## src/rtl/pipeline_pkg.sv

```systemverilog
// Shared pipeline definitions: response-owner encoding and arbiter defaults.
package pipeline_pkg;

    localparam int ADDR_W_DEF     = 8;
    localparam int STARVE_MAX_DEF = 4;

    typedef enum logic [1:0] {
        RESP_NONE = 2'd0,
        RESP_IF   = 2'd1,
        RESP_DM   = 2'd2
    } resp_owner_e;

endpackage

```

## src/rtl/arb_starve_cnt.sv

```systemverilog
// Saturating count of consecutive cycles the fetch path was denied the RAM.
module arb_starve_cnt (
    input  logic       clk,
    input  logic       resetn,
    input  logic       inc,
    input  logic       clr,
    input  logic [3:0] max_val,
    output logic       at_max
);

    logic [3:0] cnt_q;
    logic [3:0] cnt_d;

    // Clear wins over increment; the count never passes max_val.
    always_comb begin
        cnt_d = cnt_q;
        if (clr) begin
            cnt_d = 4'd0;
        end else if (inc && (cnt_q != max_val)) begin
            cnt_d = cnt_q + 4'd1;
        end
    end

    always_ff @(posedge clk) begin
        if (!resetn) begin
            cnt_q <= 4'd0;
        end else begin
            cnt_q <= cnt_d;
        end
    end

    assign at_max = (cnt_q == max_val);

endmodule

```

## src/rtl/mem_arbiter.sv

```systemverilog
// Fetch/data arbiter in front of one synchronous-read RAM, with fetch anti-starvation.
// Optional access statistics are built when MEM_ARB_STATS_EN is defined.
//
// state     | meaning
// RESP_NONE | no read issued last cycle (idle, store, or cancelled fetch)
// RESP_IF   | fetch read issued last cycle, data due to IF2
// RESP_DM   | load issued last cycle, data due to MEM
module mem_arbiter
    import pipeline_pkg::*;
#(
    parameter int ADDR_W     = ADDR_W_DEF,
    parameter int STARVE_MAX = STARVE_MAX_DEF
) (
    input  logic              clk,
    input  logic              resetn,
    input  logic              cancel,
    input  logic              if_req,
    input  logic [31:0]       if_addr,
    output logic              if_gnt,
    output logic              if_rvalid,
    output logic [31:0]       if_rdata,
    input  logic              dm_req,
    input  logic [3:0]        dm_wen,
    input  logic [31:0]       dm_addr,
    input  logic [31:0]       dm_wdata,
    output logic              dm_gnt,
    output logic              dm_rvalid,
    output logic [31:0]       dm_rdata,
    output logic              ram_en,
    output logic [3:0]        ram_wen,
    output logic [ADDR_W-1:0] ram_addr,
    output logic [31:0]       ram_wdata,
    input  logic [31:0]       ram_rdata,
    output logic [31:0]       stat_if_stall,
    output logic [31:0]       stat_dm_gnt
);

    localparam logic [3:0] STARVE_MAX_L = 4'(STARVE_MAX);

    resp_owner_e       state_q;
    resp_owner_e       state_d;
    logic [ADDR_W-1:0] addr_q;
    logic [ADDR_W-1:0] addr_d;
    logic [31:0]       wdata_q;
    logic [31:0]       wdata_d;

    logic at_max;
    logic force_if;
    logic starve_inc;
    logic starve_clr;

    // Only the word-address field reaches the RAM; the rest aliases.
    logic unused_addr_bits;
    assign unused_addr_bits = ^{if_addr[31:ADDR_W+2], if_addr[1:0],
                                dm_addr[31:ADDR_W+2], dm_addr[1:0]};

    arb_starve_cnt u_starve (
        .clk     (clk),
        .resetn  (resetn),
        .inc     (starve_inc),
        .clr     (starve_clr),
        .max_val (STARVE_MAX_L),
        .at_max  (at_max)
    );

    // A cancelled forced-IF cycle falls back to DM rather than going idle.
    always_comb begin
        force_if = at_max & if_req;
        if_gnt   = resetn & if_req & ~cancel & (force_if | ~dm_req);
        dm_gnt   = resetn & dm_req & ~(force_if & ~cancel);

        starve_inc = if_req & ~if_gnt;
        starve_clr = if_gnt | ~if_req | cancel;
    end

    always_comb begin
        addr_d    = addr_q;
        wdata_d   = wdata_q;
        ram_en    = 1'b0;
        ram_wen   = 4'd0;
        if (if_gnt) begin
            ram_en = 1'b1;
            addr_d = if_addr[ADDR_W+1:2];
        end else if (dm_gnt) begin
            ram_en  = 1'b1;
            ram_wen = dm_wen;
            addr_d  = dm_addr[ADDR_W+1:2];
            wdata_d = dm_wdata;
        end
        ram_addr  = addr_d;
        ram_wdata = wdata_d;
    end

    always_comb begin
        state_d = RESP_NONE;
        if (if_gnt) begin
            state_d = RESP_IF;
        end else if (dm_gnt && (dm_wen == 4'd0)) begin
            state_d = RESP_DM;
        end
    end

    always_ff @(posedge clk) begin
        if (!resetn) begin
            state_q <= RESP_NONE;
            addr_q  <= '0;
            wdata_q <= 32'd0;
        end else begin
            state_q <= state_d;
            addr_q  <= addr_d;
            wdata_q <= wdata_d;
        end
    end

    // Read data is forwarded unregistered; each requester captures it on its rvalid.
    always_comb begin
        if_rvalid = resetn & (state_q == RESP_IF) & ~cancel;
        dm_rvalid = resetn & (state_q == RESP_DM);
        if_rdata  = ram_rdata;
        dm_rdata  = ram_rdata;
    end

`ifdef MEM_ARB_STATS_EN
    logic [31:0] if_stall_q;
    logic [31:0] if_stall_d;
    logic [31:0] dm_gnt_cnt_q;
    logic [31:0] dm_gnt_cnt_d;

    always_comb begin
        if_stall_d   = if_stall_q + {31'd0, (if_req & ~if_gnt)};
        dm_gnt_cnt_d = dm_gnt_cnt_q + {31'd0, dm_gnt};
    end

    always_ff @(posedge clk) begin
        if (!resetn) begin
            if_stall_q   <= 32'd0;
            dm_gnt_cnt_q <= 32'd0;
        end else begin
            if_stall_q   <= if_stall_d;
            dm_gnt_cnt_q <= dm_gnt_cnt_d;
        end
    end

    assign stat_if_stall = if_stall_q;
    assign stat_dm_gnt   = dm_gnt_cnt_q;
`else
    assign stat_if_stall = 32'd0;
    assign stat_dm_gnt   = 32'd0;
`endif

endmodule
```

## config.mk

```make
export PLATFORM = sky130hd
export DESIGN_NAME = mem_arbiter
export DESIGN_NICKNAME = d
export VERILOG_FILES = /design/src/rtl/pipeline_pkg.sv /design/src/rtl/arb_starve_cnt.sv /design/src/rtl/mem_arbiter.sv
export SDC_FILE = /design/constraint.sdc
export NUM_CORES = 1
export LEC_CHECK = 0
export ABC_CLOCK_PERIOD_IN_PS = 2020
export BUFFER_PORTS_ARGS = -buffer_cell sky130_fd_sc_hd__buf_2
export CAP_MARGIN = 0
export CORE_AREA = 2 2 121 123
export CTS_BUF_LIST = sky130_fd_sc_hd__clkbuf_8
export DETAILED_ROUTE_END_ITERATION = 10
export DIE_AREA = 0 0 123 125
export MAX_ROUTING_LAYER = met4
export PLACE_DENSITY = 0.54
export SLEW_MARGIN = 20
export SYNTH_ARGS = -nofsm -noshare
export SYNTH_HDL_FRONTEND = slang
export SYNTH_HIERARCHICAL = 1
export SYNTH_SLANG_ARGS = --single-unit
export TNS_END_PERCENT = 1
```

## constraint.sdc

```tcl
create_clock -name clk -period 2.02 [get_ports clk]
set_input_delay 0.202 -clock clk [delete_from_list [all_inputs] [get_ports clk]]
set_output_delay 0.202 -clock clk [all_outputs]
set_load 0.03 [all_outputs]
```

==> results list, run 1 <==
* Status: stopped before the end
- The flow halted during detailed routing (5_2_route).
- First error: [ERROR DRT-0255] Maze Route cannot find path of net ram_rdata[0] in worker of routeBox ( 96600 96600 ) ( 123000 125000 ).
- Starting density of the core: 21.6%
* Average size of a mapped cell: around 9.7 um^2
* Number of buffer cells added on primary ports: 105
* Overall die height: roughly 130 um
- The first global-routing pass estimated 9880 um of wire.
- DP Wirelength: 4840 um
- At the end of routability-driven placement, the weighted congestion stood at roughly 0.70.
- Combined global-route utilization of all metal layers: between 8 and 9%
* Mapped cell area: 3060 um^2
- Flops & latches, synth: 46
* Post-place instance area: about 3300 um^2
* Maximum number of pins on one net before global-route repair: 36
- Summed over all layers, the global routing overflow is 0.
* Asr flop ratio synth: 0%
- After the last repair the worst path ends at a top-level output.
* Number of global-route vias before repair: 2,083
- Buffers inserted during clock tree synthesis total 5.
- The synthesized design contains 0 enable-type register cells.
- The floorplan has 44 rows.
* Master cell of the clock root buffer: clkbuf_8
- Timing analysis after detailed placement gives a worst setup slack of -0.132 ns.
* Register area share after synthesis: 30.1%
* Top Ports: approximately 310
* Count of hold-fix buffers inserted at cts: 0
* Antenna violations before repair: 0
* Width of the chip: roughly 120 um
* Count of unique library cells instantiated by Yosys: 34
- Number of instances in the synthesized netlist: 317
* Pin ending the worst setup path after global-route repair: ram_addr[4]
- Clock buffer depth: 2
* Synth Flop Type: dfxtp_1
- Clock H-tree levels: 2
- For this design, the sink count on the clock tree is 46.
- During synthesis, Yosys emitted a total of 6 warnings.
[Yosys cell counts (2+ instances only)]
cell type  count  area (um^2)
nand3_1        2         10.0
nor2_1         2         7.51
nand2_1        5         18.8
a221o_1        2         20.0
buf_6          3         33.8
nor2b_1        9         56.3
nor3_1         2         10.0
mux2_2         6         67.6
buf_4        128          961
and2_1        38          238
nor4_1         2         12.5
xor2_1         4         35.0
mux2_4        20          300
o21ai_0        3         15.0
conb_1         2         7.51
dfxtp_1       46          921
nand2b_1       3         18.8
or3_1          2         12.5
a222oi_1       6         60.1
mux2_1         6         67.6
a21oi_1        2         10.0
clkbuf_1       5         18.8
inv_1          8         30.0
[cells by family after synthesis]
group	share of synthesized area (%)
and+or+nand+nor	14.2
adders and majority gates	0.408
xor gates and xnor gates	1.67
muxes	14.2
AOI/OAI and AO/OA	5.02
other	0.245
buffers and inverters	34.2
DFF	30.1
[per-stage QoR]
stage / hold WS, ns / std cells
3_5_place_dp: 0.404 / 554
2_1_floorplan: 0.371 / 383
3_3_place_gp: 0.404 / 554
5_1_grt: 0.210 / 572
4_1_cts: 0.188 / 571
[what timing repair did]
action                                  4_1_cts  5_1_grt
endpoints found under the setup margin       57       51
pin swaps                                    11        5
setup buffers                                 9        1
cloned                                        0        0
gates resized for setup                      66        3
[layer usage]
layer	global-route usage [%]
met1	9.70
met5	-
met3	3.70
met4	3.68
met2	13.3
==> inputs of run 2 (changes only) <==
--- a/config.mk
+++ b/config.mk
@@ -5,15 +5,13 @@
 export SDC_FILE = /design/constraint.sdc
 export NUM_CORES = 1
 export LEC_CHECK = 0
-export ABC_CLOCK_PERIOD_IN_PS = 2020
+export ABC_CLOCK_PERIOD_IN_PS = 2630
 export BUFFER_PORTS_ARGS = -buffer_cell sky130_fd_sc_hd__buf_2
 export CAP_MARGIN = 0
-export CORE_AREA = 2 2 121 123
-export CTS_BUF_LIST = sky130_fd_sc_hd__clkbuf_8
+export CORE_MARGIN = 2
+export CORE_UTILIZATION = 20
 export DETAILED_ROUTE_END_ITERATION = 10
-export DIE_AREA = 0 0 123 125
-export MAX_ROUTING_LAYER = met4
-export PLACE_DENSITY = 0.54
+export PLACE_DENSITY_LB_ADDON = 0.15
 export SLEW_MARGIN = 20
 export SYNTH_ARGS = -nofsm -noshare
 export SYNTH_HDL_FRONTEND = slang
==> constraint.sdc (replaced) <==
create_clock -name clk -period 2.63 [get_ports clk]
set_input_delay 0.263 -clock clk [delete_from_list [all_inputs] [get_ports clk]]
set_output_delay 0.263 -clock clk [all_outputs]
set_load 0.03 [all_outputs]
==> run 2 against run 1 <==
Synthesized cell count unchanged. Global-route usage decreased by 0.67 points. Synthesized area unchanged. The run now ends clean.
==> results list, run 2 <==
- Antenna Violating Nets Remaining: 0
* Nets@finish: 507
- In this run the core area contains 45 standard-cell rows.
* Utilization of the core after routing: 22.3%
- Averaged over all synthesized cells, the footprint is 9.67 um^2.
* Number of instances in the synthesized netlist: 317
* Worst Path Class, Setup: flip-flop to output pin
- Final Skew: 0.00550 ns
- In the post-synthesis netlist, the biggest area contributors are buf_4 (31%), dfxtp_1 (30%), mux2_4 (9.8%), and2_1 (7.8%), mux2_1 (2.2%).
- Initial DRC count: 38
* Maximum ir drop on the vdd rail: 0.234 mV
- Most common library cell in the layout ignoring fill and taps: buf_2
- After layout, the minimum clock period comes to 2.48 ns.
- CTS saw 46 sinks.
- Total grt overflow: 0
* Commonest cells after routing, fill and taps aside: buf_2 (105), conb_1 (68), dfxtp_1 (45)
* Flops & latches, synth: 46
- Number of fillers in the final layout: 1,685
* Number of placed instances with taps included: between 500 and 600
- The synthesized netlist contains 34 unique library cells.
- Data on the critical path arrives at its endpoint at 2.22 ns.
* Number of maximum-capacitance constraint violations: 0
* Starting density of the core: about a fifth
- Post-place instance area: 3170 um^2
- Entering global routing, the biggest net connects 32 pins.
- The completed layout was analyzed and its total power is approximately 1900 uW.
- Biggest fanout along the worst timing path: 10
- The max-slew violation total from the final report is 0.
- The register with the most flip-flops in the layout has 32 of them.
- Overall die height: 128 um
* Mapped cell area: 3060 um^2
- The commonest cells after synthesis are buf_4 (128), dfxtp_1 (46), and2_1 (38).
- Master cell of the clock root buffer: clkbuf_16
- The number of global-route vias before repair came to about 2,000.
- Static Leak: 0.00171 uW
- The worst setup path is launched from a flip-flop.
- Placeable core area: 15,100 um^2
- Hold crit path type: input pin to flip-flop
- STA classifies the critical path endpoint as an output pin.
* Post-route DRC: 0
- Synth warn: 6
- DP Wirelength: a little under 5000 um
- The number of hold violations in the final report came to 0.
* Finished layout cell area: 3360 um^2
- The post-route netlist has 43.0% of its cells at a drive strength greater than 1.
* Fmax: ~400 MHz
- Most area-hungry cell type in the Yosys netlist: buf_4
- Setup violations remaining at the end of the flow were counted as 0.
* Unrepaired setup endpoints after global routing: no
* DR vias: 1,988
- Combined global-route utilization of all metal layers: under 10%
- For the worst setup path, the data required time is roughly 2.4 ns.
- The H-tree generated during clock tree synthesis spans 2 levels.
- Area share of the leading cell type in the synthesized netlist: between 30% and 40%
- TritonCTS built the clock tree.
- Clock buffer depth: 2
* Register area share after synthesis: 30.1%
* Top-count cell post-synth: buf_4
- Summed over all failing endpoints, the final setup total negative slack is 0 ns.
* Layout area overhead: 9.60%
- Register with the most flip-flops: wdata_q
- Synth Flop Type: dfxtp_1
* Status: finished, final reports clean
- Post-route fraction of the period consumed by the critical path: 94.2%
* Width of the chip: 128 um
* Gpl congestion: 0.668
- The number of clock buffers added by TritonCTS is 5.
- Asr flop ratio synth: 0%
* Antenna violations before repair: 2
- The floorplan step defined a die boundary enclosing 16,300 um^2.
* Final Routed Wirelength: between 6000 and 7000 um
- Number of enable-type register cells in the synthesized netlist: 0
* Routed wire per std cell: 11.6 um
- Number of buffer cells added on primary ports: 105
* Initial DRT Pass Iterations: 5
- Dividing total power by cell area gives a power density of ~570 nW/um^2.
* Via density: 3.56
- Non-filler cells in the finished layout: 559
* Top Ports: 314
- Registers with the highest flip-flop counts: wdata_q x32, addr_q x8, u_starve/cnt_q x4
- Post-CTS clock slew at the launch and capture registers of the worst setup and hold paths: 0.07 ns
- Global-route wire length before repair: 9940 um
- Clock latency on the worst-skew pair, taken at its later pin, is 0.30 ns.
- The number of hold buffers added after CTS was 0.
run 2: cell counts after synthesis:
No cell type changed its count.
run 2: worst max-delay path: stages, from the launching register on:
cell and delay, ns:
dfxtp_1 0.37, xor2_2 0.23, nor4_4 0.37, a21oi_4 0.11, buf_12 0.16, a222oi_1 0.41
inv_1 0.08, buf_2 0.19
run 2: what timing repair did:
| item | CTS | global route |
|---|---|---|
| buffers inserted | 0 | 1 |
| resized for setup | 3 | 3 |
| cloned | 0 | 0 |
| pin swaps | 1 | 4 |
| setup endpoints to repair | 40 | 34 |
run 2: cell families after synthesis:
| kind of cell | Yosys count | share of synthesized area, % |
|---|---|---|
| AO/OA/AOI/OAI | 16 | 5.02 |
| XOR/XNOR | 5 | 1.67 |
| adder cells (fa/ha/maj) | 1 | 0.408 |
| buffers and inverters | 145 | 34.2 |
| flip-flops | 46 | 30.1 |
| multiplexers | 32 | 14.2 |
| other | 2 | 0.245 |
| AND/OR/NAND/NOR | 70 | 14.2 |
run 2: layout make-up:
cell class,instances,area [um^2],area share (%)
multi-input cells,192,1380,41.1
clock buffers,6,129,3.84
flip-flops and latches,46,922,27.5
diodes,1,2.50,0.0745
inverters,8,30.0,0.894
clock inverters,2,13.8,0.410
repair buffers,116,646,19.2
well taps,188,235,7.00
run 2: final timing paths:
path	depth (start not counted)	slack [ns]	end	start
min reg2reg	2	0.52	u_starve/cnt_q[2]$_SDFFE_PP0P_	u_starve/cnt_q[2]$_SDFFE_PP0P_
min	3	0.24	addr_q[5]$_SDFF_PN0_	if_addr[7]
max reg2reg	9	0.44	u_starve/cnt_q[3]$_SDFFE_PP0P_	u_starve/cnt_q[1]$_SDFFE_PP0P_
max	7	0.15	ram_addr[1]	u_starve/cnt_q[1]$_SDFFE_PP0P_
run 2: metal layers:
layer	global-route usage, %	vias to the layer above	part of all wire (%)
li1	-	935	-
met1	8.12	899	39
met2	12.2	120	43
met3	5.09	32	14
met4	4.85	2	3.6
met5	0	-	0.25
run 2: power breakdown:
group          switching (uW)  internal [uW]
clock network             298            354
registers                9.06            728
logic                     345            165
run 2: through the flow:
step	hold slack, ns	setup WS, ns
2_1_floorplan	0.440	0.0311
3_3_place_gp	0.484	0.105
3_5_place_dp	0.491	0.0957
4_1_cts	0.235	0.0123
5_1_grt	0.256	0.000632
6_report	0.245	0.152
(Power assumes the default switching activity.)
==> inputs of run 3 (changes only) <==
--- a/config.mk
+++ b/config.mk
@@ -10,6 +10,7 @@
 export CAP_MARGIN = 0
 export CORE_MARGIN = 2
 export CORE_UTILIZATION = 20
+export CTS_BUF_LIST = sky130_fd_sc_hd__clkbuf_8 sky130_fd_sc_hd__clkbuf_16
 export DETAILED_ROUTE_END_ITERATION = 10
 export PLACE_DENSITY_LB_ADDON = 0.15
 export SLEW_MARGIN = 20
==> run 3 against run 2 <==
Sequential share of layout area is the same. Hold slack is essentially flat. Die area unchanged. Power down 0.20%. Critical path type unchanged. Critical endpoint unchanged. Largest cell class unchanged. Largest power group unchanged. Highest routed layer unchanged.
==> results list, run 3 (synthesis results as in run 2) <==
- The run finished with clean final reports.
* Number of placed instances with taps included: around 550
* Later-pin clock latency in the skew report: ~0.30 ns
* Total Die Area: 16,300 um^2
- The number of antenna violations at the first check in global routing came to 2.
- Measured along the y axis, the die boundary spans about 130 um.
- Final Skew: 0.00550 ns
- The routed layout has 1,987 vias.
- The worst setup path is launched from a flip-flop.
- Required time reported for the critical path endpoint: 2.37 ns
* Most common library cell in the layout ignoring fill and taps: buf_2
- Origin of the critical flop-to-flop path: u_starve/cnt_q[1]$_SDFFE_PP0P_
- Across the VDD grid, the largest voltage drop is 0.227 mV.
* Total grt overflow: 0
* Width of the chip: 128 um
* Layout area overhead: 9.60%
* Non-filler cells in the finished layout: 559
- Counting instances, the worst hold path has a depth of 3.
* Number of buffers and inverters on the critical path: 3
- Hold repair after CTS inserted 0 buffers.
- For this configuration, the core starts out at a cell density of 20.3%.
- For the worst flop-to-flop path, the logic depth is 9.
- Hold Worst Slack: 0.245 ns
- In the final layout, the registers with the most flip-flops are wdata_q x32, addr_q x8, u_starve/cnt_q x4.
* Start point of the worst hold path: if_addr[7]
* Biggest fanout along the worst timing path: 10
- After layout, the worst path uses 94.2% of the clock period.
- Power per Cell Area: between 500 and 600 nW/um^2
- The register with the most flip-flops in the final layout is wdata_q.
- The register with the most flip-flops in the layout has 32 of them.
- Tracing the worst setup path back leads to its startpoint at u_starve/cnt_q[1]$_SDFFE_PP0P_.
- After floorplanning, the core was divided into 45 placement rows.
* Number of buffer cells added on primary ports: ~110
- Top Ports: 314
- Master cell of the clock root buffer: clkbuf_16
- Fraction of final layout cells with drive strength greater than 1: ~43%
- TritonCTS clock tree: yes
- Data on the critical path arrives at its endpoint at 2.22 ns.
- For the finished layout, the period the worst path requires is 2.48 ns.
* Placeable core area: 15,100 um^2
* Nets@finish: approximately 510
- Static Leak: between 0.0015 and 0.002 uW
- Walking the worst path, the cells encountered are xor2_2 -> nor4_4 -> a21oi_4 -> buf_12 -> a222oi_1 -> inv_1 -> buf_2.
- Setup repair after global routing left no endpoint under its margin.
- Global-route wire length before repair: 9940 um
* Biggest cell delay along the critical path: 0.41 ns
- Number of buffers created by CTS: 5
- At the end of routability-driven placement, the weighted congestion stood at around 0.67.
- Number of fillers in the final layout: between 1,500 and 2,000
* Clock sink count: between 40 and 50
- For this block, the initial DRC count from the detailed router was 38.
- Counting buffers and inverters, the worst setup path is 7 cells deep.
- Global routing used 7.95% of the available tracks across all layers.
* Via density: 3.55
* Final Routed Wirelength: 6490 um
- For this run, design rule violations remaining after detail routing come to 0.
- Master of the slowest instance on the critical path: a222oi_1
* Number of maximum-capacitance constraint violations: 0
- The max-slew violation total from the final report came to 0.
* Fmax: 403 MHz
- The count of nets left with antenna violations once routing finished came out at 0.
- Critical path endpoint category: output pin
- PnR Total Power: roughly 1900 uW
- In this design, the largest share of critical-path delay is due to compound AO/OA/AOI/OAI gates.
- Post-CTS clock slew at the launch and capture registers of the worst setup and hold paths: 0.07 ns
- The number of hold violations in the final report was 0.
- Counting along the longest clock path gives a buffer depth of 2.
- In the layout the commonest cells are buf_2 (105), conb_1 (68), dfxtp_1 (45).
- The worst hold path belongs to the class input pin to flip-flop.
- Setup violations remaining at the end of the flow were counted as 0.
* Routed wire per std cell: 11.6 um
- Aggregate negative setup slack: 0 ns
* Initial DRT Pass Iterations: 5
* Clock H-tree levels: 2
- Maximum number of pins on one net before global-route repair: 32
- Worst Path Class, Setup: flip-flop to output pin
- DP Wirelength: about 5000 um
- The number of global-route vias before repair was 1,986.
## run 3: cell count changes in the layout (fill, tap and decap cells not counted), sizes merged
cell | previous run | this run
clkbuf | 6 | 5
inv | 8 | 9
## run 3: timing repair
action,4_1_cts,5_1_grt
gates resized for setup,3,3
pin swaps,1,4
setup endpoints to repair,40,34
setup buffers,0,1
## run 3: routing by layer
metal | wire, um | vias to the layer above | part of all wire [%] | GRT usage, %
met2 | 2820 | 120 | 43 | 12.2
met5 | 16 | - | 0.25 | 0
met3 | 897 | 32 | 14 | 5.09
met1 | 2530 | 898 | 39 | 8.12
met4 | 233 | 2 | 3.6 | 4.85
li1 | - | 935 | - | -
## run 3: layout make-up
cell class                      instances  area, um^2  share of cell area, %
Inverter                                8        30.0                  0.894
Clock inverter                          3        17.5                  0.522
Antenna cell                            1        2.50                 0.0745
Clock buffer                            5         125                   3.73
Tap cell                              188         235                   7.00
Multi-Input combinational cell        192        1380                   41.1
Timing Repair Buffer                  116         646                   19.2
Sequential cell                        46         922                   27.5
## run 3: per-stage QoR
| stage | worst slack, ns | utilization (%) | instance area, um^2 |
|---|---|---|---|
| floorplan | 0.0311 | - | 3310 |
| global placement | 0.105 | 21.0 | 3170 |
| detailed placement | 0.0957 | 21.0 | 3170 |
| CTS | 0.0123 | 22.1 | 3330 |
| global route | 0.000632 | 22.2 | 3360 |
| finish | 0.152 | 22.3 | 3360 |
## run 3: final timing paths
check,to,slack (ns)
max,ram_addr[1],0.15
min,addr_q[5]$_SDFF_PN0_,0.24
max reg2reg,u_starve/cnt_q[3]$_SDFFE_PP0P_,0.44
min reg2reg,u_starve/cnt_q[2]$_SDFFE_PP0P_,0.52
## run 3: tightest hold or removal path: stages
cell      delay (ns)
buf_2           0.07
a222oi_1        0.06
nor2b_1         0.11
## run 3: where the power goes
part           leakage, uW  switching (uW)  total [uW]  internal [uW]
clock network    0.0000750             298         648            350
registers         0.000376            9.08         737            728
logic              0.00126             345         510            165
total              0.00172             653        1900           1240
